[config.mk]
export PLATFORM = sky130hd
export DESIGN_NAME = native_regbank
export DESIGN_NICKNAME = d
export VERILOG_FILES = /design/src/rtl/native_regbank_pkg.sv /design/src/rtl/w1c_status_reg.sv /design/src/rtl/native_regbank.sv
export SDC_FILE = /design/constraint.sdc
export NUM_CORES = 1
export LEC_CHECK = 0
export CAP_MARGIN = 20
export CORE_MARGIN = 4
export CORE_UTILIZATION = 53
export CTS_CLUSTER_SIZE = 40
export DETAILED_ROUTE_END_ITERATION = 10
export PLACE_DENSITY = 0.81
export SKIP_LAST_GASP = 1
export SLEW_MARGIN = 20
export SYNTH_ARGS = -nofsm -noshare
export SYNTH_HDL_FRONTEND = slang
export SYNTH_SLANG_ARGS = --single-unit
[constraint.sdc]
create_clock -name AXI_ACLK -period 1.15 [get_ports AXI_ACLK]
set_input_delay 0.23 -clock AXI_ACLK [delete_from_list [all_inputs] [get_ports AXI_ACLK]]
set_output_delay 0.23 -clock AXI_ACLK [all_outputs]
set_load 0.02 [all_outputs]
[src/rtl/native_regbank_pkg.sv]
// Shared constants for native_regbank: register offsets, ID default and unmapped read value.
// Latency: n/a (package only).
// Backpressure: n/a.
package native_regbank_pkg;

    localparam logic [7:0] OFF_ID           = 8'h00;
    localparam logic [7:0] OFF_CTRL         = 8'h04;
    localparam logic [7:0] OFF_STATUS       = 8'h08;
    localparam logic [7:0] OFF_IRQ_MASK     = 8'h0C;
    localparam logic [7:0] OFF_WCNT         = 8'h10;
    localparam logic [7:0] OFF_SCRATCH_BASE = 8'h20;

    localparam logic [31:0] ID_VALUE_DEFAULT = 32'hC0DE_0001;
    localparam logic [31:0] UNMAPPED_RDATA   = 32'h0000_0000;

    // The bank decodes 32-bit words, so byte offsets collapse to a 6-bit word index.
    function automatic logic [5:0] word_off(input logic [7:0] byte_off);
        return 6'(byte_off >> 2);
    endfunction

endpackage

[src/rtl/w1c_status_reg.sv]
// Per-bit sticky status register: set by event pulses, cleared by write-one-to-clear.
// Latency: 1 cycle from set/clear to status_o; set wins over a same-cycle clear.
// Backpressure: none, every pulse is captured.
module w1c_status_reg #(
    parameter int WIDTH = 8
) (
    input  logic             clk_i,
    input  logic             rst_ni,
    input  logic [WIDTH-1:0] set_i,
    input  logic [WIDTH-1:0] clr_i,
    output logic [WIDTH-1:0] status_o
);

    logic [WIDTH-1:0] status_q;
    logic [WIDTH-1:0] status_d;

    assign status_d = (status_q & ~clr_i) | set_i;

    always_ff @(posedge clk_i or negedge rst_ni) begin
        if (!rst_ni) begin
            status_q <= '0;
        end else begin
            status_q <= status_d;
        end
    end

    assign status_o = status_q;

endmodule

[src/rtl/native_regbank.sv]
// Register bank on a native strobe bus: ID, CTRL, STATUS(W1C), IRQ_MASK, optional WCNT (NATIVE_REGBANK_WCNT_EN), SCRATCH.
// Latency: writes take effect on the WEN edge; RVALID/RDATA one cycle after REN; IRQ one cycle after STATUS/MASK.
// Backpressure: none, a strobe is accepted every cycle.
module native_regbank
    import native_regbank_pkg::*;
#(
    parameter int                    DATA_WIDTH  = 32,
    parameter int                    ADDR_WIDTH  = 32,
    parameter int                    EVENT_WIDTH = 8,
    parameter int                    NUM_SCRATCH = 4,
    parameter logic [DATA_WIDTH-1:0] ID_VALUE    = ID_VALUE_DEFAULT
) (
    input  logic                   AXI_ACLK,
    input  logic                   AXI_ARESETN,
    input  logic                   WEN,
    input  logic [ADDR_WIDTH-1:0]  WADDR,
    input  logic [DATA_WIDTH-1:0]  WDATA,
    input  logic                   WACK,
    input  logic                   REN,
    input  logic [ADDR_WIDTH-1:0]  RADDR,
    output logic [DATA_WIDTH-1:0]  RDATA,
    output logic                   RVALID,
    input  logic [EVENT_WIDTH-1:0] EVENT,
    output logic [DATA_WIDTH-1:0]  CTRL,
    output logic                   IRQ
);

    localparam logic [5:0] W_ID     = word_off(OFF_ID);
    localparam logic [5:0] W_CTRL   = word_off(OFF_CTRL);
    localparam logic [5:0] W_STATUS = word_off(OFF_STATUS);
    localparam logic [5:0] W_MASK   = word_off(OFF_IRQ_MASK);
    localparam logic [5:0] W_WCNT   = word_off(OFF_WCNT);
    localparam logic [5:0] W_SCR    = word_off(OFF_SCRATCH_BASE);

    logic [5:0]             woff;
    logic [5:0]             roff;
    logic                   wr_ctrl;
    logic                   wr_status;
    logic                   wr_mask;
    logic                   wr_wcnt;
    logic [NUM_SCRATCH-1:0] wr_scr;

    logic [DATA_WIDTH-1:0]  ctrl_q;
    logic [EVENT_WIDTH-1:0] mask_q;
    logic [EVENT_WIDTH-1:0] status_q;
    logic [EVENT_WIDTH-1:0] status_clr;
    logic [DATA_WIDTH-1:0]  scratch_q [NUM_SCRATCH];
    logic [DATA_WIDTH-1:0]  rdata_q;
    logic [DATA_WIDTH-1:0]  rdata_d;
    logic                   rvalid_q;
    logic                   irq_q;

    // Bits [1:0] and everything above bit 7 drop out here, so upper addresses alias.
    assign woff = 6'(WADDR >> 2);
    assign roff = 6'(RADDR >> 2);

    always_comb begin
        wr_ctrl   = WEN && (woff == W_CTRL);
        wr_status = WEN && (woff == W_STATUS);
        wr_mask   = WEN && (woff == W_MASK);
        wr_wcnt   = WEN && (woff == W_WCNT);
        wr_scr    = '0;
        for (int i = 0; i < NUM_SCRATCH; i++) begin
            wr_scr[i] = WEN && (woff == W_SCR + 6'(i));
        end
    end

    assign status_clr = wr_status ? WDATA[EVENT_WIDTH-1:0] : '0;

    w1c_status_reg #(
        .WIDTH(EVENT_WIDTH)
    ) u_status (
        .clk_i   (AXI_ACLK),
        .rst_ni  (AXI_ARESETN),
        .set_i   (EVENT),
        .clr_i   (status_clr),
        .status_o(status_q)
    );

`ifdef NATIVE_REGBANK_WCNT_EN
    logic [DATA_WIDTH-1:0] wcnt_q;
    logic [DATA_WIDTH-1:0] wcnt_d;

    // A software clear beats a coincident completion pulse.
    always_comb begin
        wcnt_d = wcnt_q;
        if (wr_wcnt) begin
            wcnt_d = '0;
        end else if (WACK) begin
            wcnt_d = wcnt_q + 1'b1;
        end
    end

    always_ff @(posedge AXI_ACLK or negedge AXI_ARESETN) begin
        if (!AXI_ARESETN) begin
            wcnt_q <= '0;
        end else begin
            wcnt_q <= wcnt_d;
        end
    end
`else
    logic unused_wcnt;
    assign unused_wcnt = WACK ^ wr_wcnt;
`endif

    always_comb begin
        rdata_d = UNMAPPED_RDATA;
        case (roff)
            W_ID:     rdata_d = ID_VALUE;
            W_CTRL:   rdata_d = ctrl_q;
            W_STATUS: rdata_d = DATA_WIDTH'(status_q);
            W_MASK:   rdata_d = DATA_WIDTH'(mask_q);
`ifdef NATIVE_REGBANK_WCNT_EN
            W_WCNT:   rdata_d = wcnt_q;
`endif
            default:  rdata_d = UNMAPPED_RDATA;
        endcase
        for (int i = 0; i < NUM_SCRATCH; i++) begin
            if (roff == W_SCR + 6'(i)) begin
                rdata_d = scratch_q[i];
            end
        end
    end

    always_ff @(posedge AXI_ACLK or negedge AXI_ARESETN) begin
        if (!AXI_ARESETN) begin
            ctrl_q   <= '0;
            mask_q   <= '0;
            rdata_q  <= '0;
            rvalid_q <= 1'b0;
            irq_q    <= 1'b0;
            for (int i = 0; i < NUM_SCRATCH; i++) begin
                scratch_q[i] <= '0;
            end
        end else begin
            if (wr_ctrl) ctrl_q <= WDATA;
            if (wr_mask) mask_q <= WDATA[EVENT_WIDTH-1:0];
            for (int i = 0; i < NUM_SCRATCH; i++) begin
                if (wr_scr[i]) scratch_q[i] <= WDATA;
            end
            rvalid_q <= REN;
            if (REN) rdata_q <= rdata_d;
            irq_q <= |(status_q & mask_q);
        end
    end

    assign RDATA  = rdata_q;
    assign RVALID = rvalid_q;
    assign CTRL   = ctrl_q;
    assign IRQ    = irq_q;

endmodule

==> flow_summary_export.csv <==
group,metric,value,unit
layout,seq_area,5260,µm²
layout,diodes,0,
placement,port_buffers,121,
layout,finalInstanceArea,14200,µm²
layout,layout_common_cells,"dfrtp_1, mux2_2, buf_4",
pwr,power_leakage,6.78,nW
yosys,synth_compound_area_share,11.3,%
drt,antenna_left,0,
pwr,peakVddDrop,1220,µV
yosys,synthXorXnorAreaFrac,0,%
clock_tree,cts_buffers,23,
setup_path,critPathLaunchType,"input port",
yosys,seq_area_frac_synth,55.3,%
sta,max_freq,691,MHz
job,max_cap_viol_count,0,
sta,finalWorstSetupSlack,-0.298,ns
yosys,syn_nets,843,
global_routing,grt_use_total,32.5,%
layout,nets,1112,
global_routing,grt_max_degree,46,
hold_path,hold_path.class,"in2async",
setup_path,critPathArrivalTime,1.83,ns
yosys,syn_area,9500,µm²
sta,setup_viol,274,
sta,rsz0062_at_grt,"yes",
yosys,synthAdderAreaFrac,0,%
die,die_width,142,µm
sta,worst_pin_slew,0.557,ns
drt,drc,0,
sta,hold_slack,0.181,ns
clock_tree,clk_latency,0.51,ns
placement,dpl_cell_area,12100,µm²
setup_path,end_kind,"register",
status,run_status,"complete, but fails checks",
drt,num_vias,8397,
sta,fin_skew,0.00775,ns
layout,syn2layout_area_growth,49.9,%
global_routing,gr-total-overflow,0,
die,rows,48,
yosys,yosysWarnings,0,
sta,fin_crit,1.45,ns
global_routing,grt_pass1_vias,8836,
die,die_h,142,µm
yosys,synth-seq-cells,210,
yosys,syn_inst,734,
sta,hold_violations,0,
clock_tree,clock_sinks,210,
yosys,synth_top_family_by_area,"multiplexers",
sta,maxSlewHeadroom,62.9,%
clock_tree,cts_buffer_depth,3,
placement,gp_congestion,0.857,
pwr,p_per_area,1410,nW/µm²
setup_path,worst-path-max-fanout,7,
drt,wl,36300,µm
yosys,synthFlopType,"dfrtp_1",
layout,multiInputGateArea,4690,µm²
placement,hpwlAfterDp,17200,µm
die,start_util,54.6,%
sta,slew_violations,0,
layout,final_common_cell,"dfrtp_1",
clock_tree,cts_root_buf,"clkbuf_16",
drt,drt_iter0_markers,935,
global_routing,antenna_found_initial,0,
placement,place_inst,1137,
die,die_area,20100,µm²
yosys,yosysUniqueCellTypes,42,
drt,viasPerCell,6.77,
status,violations,"negative setup slack",
die,ioPinCount,175,
pwr,power.total,20.1,mW
yosys,synth.avg_cell_area,12.9,µm²
clock_tree,clk_pin_slew,0.06,ns
yosys,synthMuxAreaShare,23.9,%
drt,wl_per_cell,29.3,µm
yosys,yosys.area_share.simple,6.46,%
yosys,postSynth.asyncResetShare,100,%
global_routing,grt_pass1_wl,50600,µm
setup_path,path_class,"in2reg",
clock_tree,htreeDepth,1,
setup_path,cp.required,1.53,ns
die,coreArea,17400,µm²
sta,period_share,126,%
drt,dr.pass1.iters,6,
yosys,synth_edf_count,0,
layout,fillers,816,
clock_tree,tritoncts,"yes",
layout,drive_gt1_share,52.0,%
layout,final_cells,1241,
[worst max-delay path: stages]
cell	delay (ns)
buf_6	0.10
nor4b_4	0.30
buf_4	0.18
and2_4	0.16
buf_6	0.11
buf_6	0.11
nand2_8	0.08
buf_12	0.15
buf_16	0.14
mux2_2	0.28
[worst paths after layout]
kind / startpoint / end / slack, ns / cells past startpoint
max: WADDR[4] / scratch_q[111] / -0.30 / 10
min: AXI_ARESETN / scratch_q[81] / 0.18 / 2
max reg2reg: CTRL[7] / RDATA[7] / -0.27 / 5
min reg2reg: scratch_q[36] / scratch_q[36] / 0.50 / 1
max in group asynchronous: AXI_ARESETN / scratch_q[27] / 0.37 / 3
min in group AXI_ACLK: RADDR[3] / RDATA[0] / 0.27 / 5
[report_power, final]
group          switching [mW]  internal, mW  total (mW)
combinational            1.73          2.10        3.83
sequential              0.710          8.22        8.93
clock                    3.06          4.28        7.34
[kinds of logic after synthesis]
group | after synthesis
buffers and inverters | 58
muxes | 206
AOI/OAI and AO/OA | 144
DFF | 210
and+or+nand+nor | 116
[state kept, by name, indices dropped and copies added, names as in the netlist]
signal	count
CTRL	32
IRQ	1
mask_q	8
u_status.status_o	8
RVALID	1
RDATA	32
scratch_q	128
[synthesized netlist by cell type (all sizes together) (8+ instances only)]
cell type / count / share of area [%]
a21o: 8 / 0.63
a221oi: 16 / 1.5
o21ai: 35 / 1.8
mux2: 168 / 20
a211o: 8 / 0.74
nor3: 31 / 1.8
dfrtp: 210 / 55
mux2i: 38 / 4.0
a2bb2oi: 39 / 3.6
buf: 34 / 2.1
nand2: 32 / 1.3
nor2: 19 / 0.78
clkbuf: 22 / 0.87
o22ai: 8 / 0.53
[stage by stage]
| step | utilization [%] | TNS [ns] | worst slack (ns) |
|---|---|---|---|
| after detailed placement | 69.5 | -190.39 | -1.07 |
| after CTS | 79.6 | -27.17 | -0.192 |
| after global placement | 69.5 | -180.97 | -0.970 |
| after floorplan | - | -59.42 | -0.395 |
| after global routing | 81.8 | -57.51 | -0.338 |
| final | 81.8 | -50.31 | -0.298 |
[repair_timing]
item / CTS / global route
pin swaps: 31 / 27
gates cloned: 11 / 2
setup buffers: 39 / 20
hold buffers: 1 / 0
setup endpoints to repair: 274 / 274
gates resized for setup: 522 / 59
endpoints found under the hold margin: 210 / 0
[area by class of cell]
type / instances / area share [%]
Clock inverter: 5 / 0.430
Sequential cell: 210 / 36.9
Timing Repair Buffer: 300 / 23.0
Clock buffer: 33 / 4.73
Inverter: 2 / 0.0527
Multi-Input combinational cell: 466 / 32.9
Tap cell: 225 / 1.98
[metal layers]
layer	share of wire, %	wire, µm	track usage, %	up-vias
met5	0	0	0	-
li1	-	-	-	3291
met4	7.1	2580	16.7	0
met2	48	17400	54.2	697
met3	9.6	3470	6.20	221
met1	35	12900	40.6	4188
Power figures use the tool's default switching activity.
==> RTL change (config.mk and constraints unchanged) <==
`DATA_WIDTH`: 32 -> 64.
--- a/src/rtl/native_regbank.sv
+++ b/src/rtl/native_regbank.sv
@@ -4,7 +4,7 @@
 module native_regbank
     import native_regbank_pkg::*;
 #(
-    parameter int                    DATA_WIDTH  = 32,
+    parameter int                    DATA_WIDTH  = 64,
     parameter int                    ADDR_WIDTH  = 32,
     parameter int                    EVENT_WIDTH = 8,
     parameter int                    NUM_SCRATCH = 4,
Interface: changed (resized CTRL, RDATA and WDATA); port bits go from 175 to 271. The function was not compared with the original's and may differ.
==> RTL change against the unedited design <==
- the flow still finishes with violations (setup timing)
- total power is 91% higher
- combinational power is 77% higher
- final area is 85% higher
- global-route usage is 0.30 points higher
- worst setup slack better by 0.0087 ns
- wire length is 76% higher
- maximum frequency is 0.60% higher
- clock power is 100% higher
- clock skew is 0.0068 ns higher
- sequential cell count is 192 higher
- area after synthesis is 84% higher
- largest cell class unchanged
==> RTL change: results (changes against the unedited design) <==
Parameter                              Value

Placed design
  Count of port buffers added during placement    217 (was 121)
  Pre-CTS worst setup slack    -1.042 ns (was -1.071 ns)
  Final weighted congestion of routability-driven global placement    0.7990 (was 0.8574)

Pwr
  Worst-case vdd ir drop    1.103 mV (was 1.216 mV)
  Leakage Power    0.01287 uW (was 0.006783 uW)

STA
  Worst Slack Setup Final    -0.2894 ns (was -0.2981 ns)
  Count of endpoints failing setup in the final report    512 (was 274)
  Relative slew slack    0.7415 (was 0.6288)

Drt
  Routed len/inst    27.29 um (was 29.25 um)
  Vias    14537 (was 8397)
  Routed metal-1 wirelength    23460 um (was 12870 um)
  Detailed Route Iter0 Violations    1213 (was 935)

Yosys
  Leading post-synthesis cells by instance count    dfrtp_1, mux2_2, nor2_1 (was dfrtp_1, mux2_2, a2bb2oi_1)
  Synth Net Count    1504 (was 843)
  Count of unique library cells instantiated by Yosys    46 (was 42)

GRT
  Number of global-route vias before repair    15542 (was 8836)
  First-pass GRT wire length    91780 um (was 50630 um)
  Total GRT Usage    0.3282 (was 0.3252)

Worst setup path
  Origin of the critical flop-to-flop path    CTRL[1]$_DFFE_PN0P_ (was CTRL[7]$_DFFE_PN0P_)
  Data arrival time of the critical path    1.86 ns (was 1.83 ns)

Clock network
  Clock insertion delay at the later pin of the skew report    0.54 ns (was 0.51 ns)
  H-Tree Level Count    2 (was 1)

Cells and area
  Flip-flop count of the largest register, all copies and words added    256 (was 128)

Outcome
  Result of the run    finished with violations (unchanged)
  Failing checks    setup timing (unchanged)
[RTL change: what timing repair did]
item                                    in CTS  in global routing
endpoints found under the setup margin     530                525
endpoints found under the hold margin      323                  0
gates cloned                                35                  8
gates resized for setup                    910                 70
pin swaps                                   67                 15
hold buffers                                 1                  0
setup buffers                               91                 48
[RTL change: layout make-up]
class	instances	share of cell area
tap	442	0.02102
clock inverter	10	0.005801
multi-input combinational	855	0.2944
inverter	11	0.001569
sequential	402	0.3825
antenna	1	0.00009511
clock buffer	69	0.05079
timing repair buffer	552	0.2438
[RTL change: how the worst max path moves through the flow]
| stage | end | slack [ns] | from | cells past startpoint |
|---|---|---|---|---|
| after floorplan | RDATA[47]$_DFFE_PN0P_ | -0.43 | RADDR[4] | 6 |
| after global placement | scratch_q[181]$_DFFE_PN0P_ | -1.02 | WADDR[4] | 6 |
| after detailed placement | scratch_q[170]$_DFFE_PN0P_ | -1.04 | WADDR[4] | 6 |
| after CTS | RDATA[35] | -0.24 | RDATA[35]$_DFFE_PN0P_ | 1 |
| after global routing | scratch_q[47]$_DFFE_PN0P_ | -0.32 | WADDR[7] | 9 |
| final | scratch_q[47]$_DFFE_PN0P_ | -0.29 | WADDR[7] | 9 |
[RTL change: cell families after synthesis]
logic type             Yosys count  share of synthesized area
flip-flops                     402                     0.5738
multiplexers                   397                     0.2506
AO/OA/AOI/OAI                  230                    0.08351
AND/OR/NAND/NOR                226                    0.06523
buffers and inverters          108                    0.02684
[RTL change: metrics by stage]
| stage | cell area, sq um | hold slack [ns] | utilization | TNS (ns) | instances |
|---|---|---|---|---|---|
| 6_report | 26310 | 0.1444 | 0.8066 | -78.61 | 2342 |
| 4_1_cts | 25880 | 0.1187 | 0.7934 | -62.22 | 2304 |
| 3_3_place_gp | 22190 | 0.1035 | 0.6804 | -368.11 | 2108 |
| 2_1_floorplan | 18320 | -0.06559 | - | -122.82 | 1363 |
| 5_1_grt | 26310 | 0.1343 | 0.8066 | -99.43 | 2342 |
| 3_5_place_dp | 22190 | 0.1070 | 0.6804 | -375.65 | 2108 |
[RTL change: power groups by stage]
| stage | clock (uW) | sequential [uW] | combinational (uW) |
|---|---|---|---|
| 4_1_cts | 14500 | 16700 | 6340 |
| 6_report | 14700 | 16900 | 6760 |
| 3_5_place_dp | 0 | 16900 | 5850 |
| 2_1_floorplan | 0 | 17100 | 2590 |
| 5_1_grt | 15400 | 17000 | 7150 |
| 3_3_place_gp | 0 | 16800 | 5660 |
[RTL change: per-layer routing]
layer  vias up  track usage
met3       296      0.05982
li1       5943            -
met2       941       0.5495
met4         0       0.1566
met1      7357       0.4162
met5         -            0
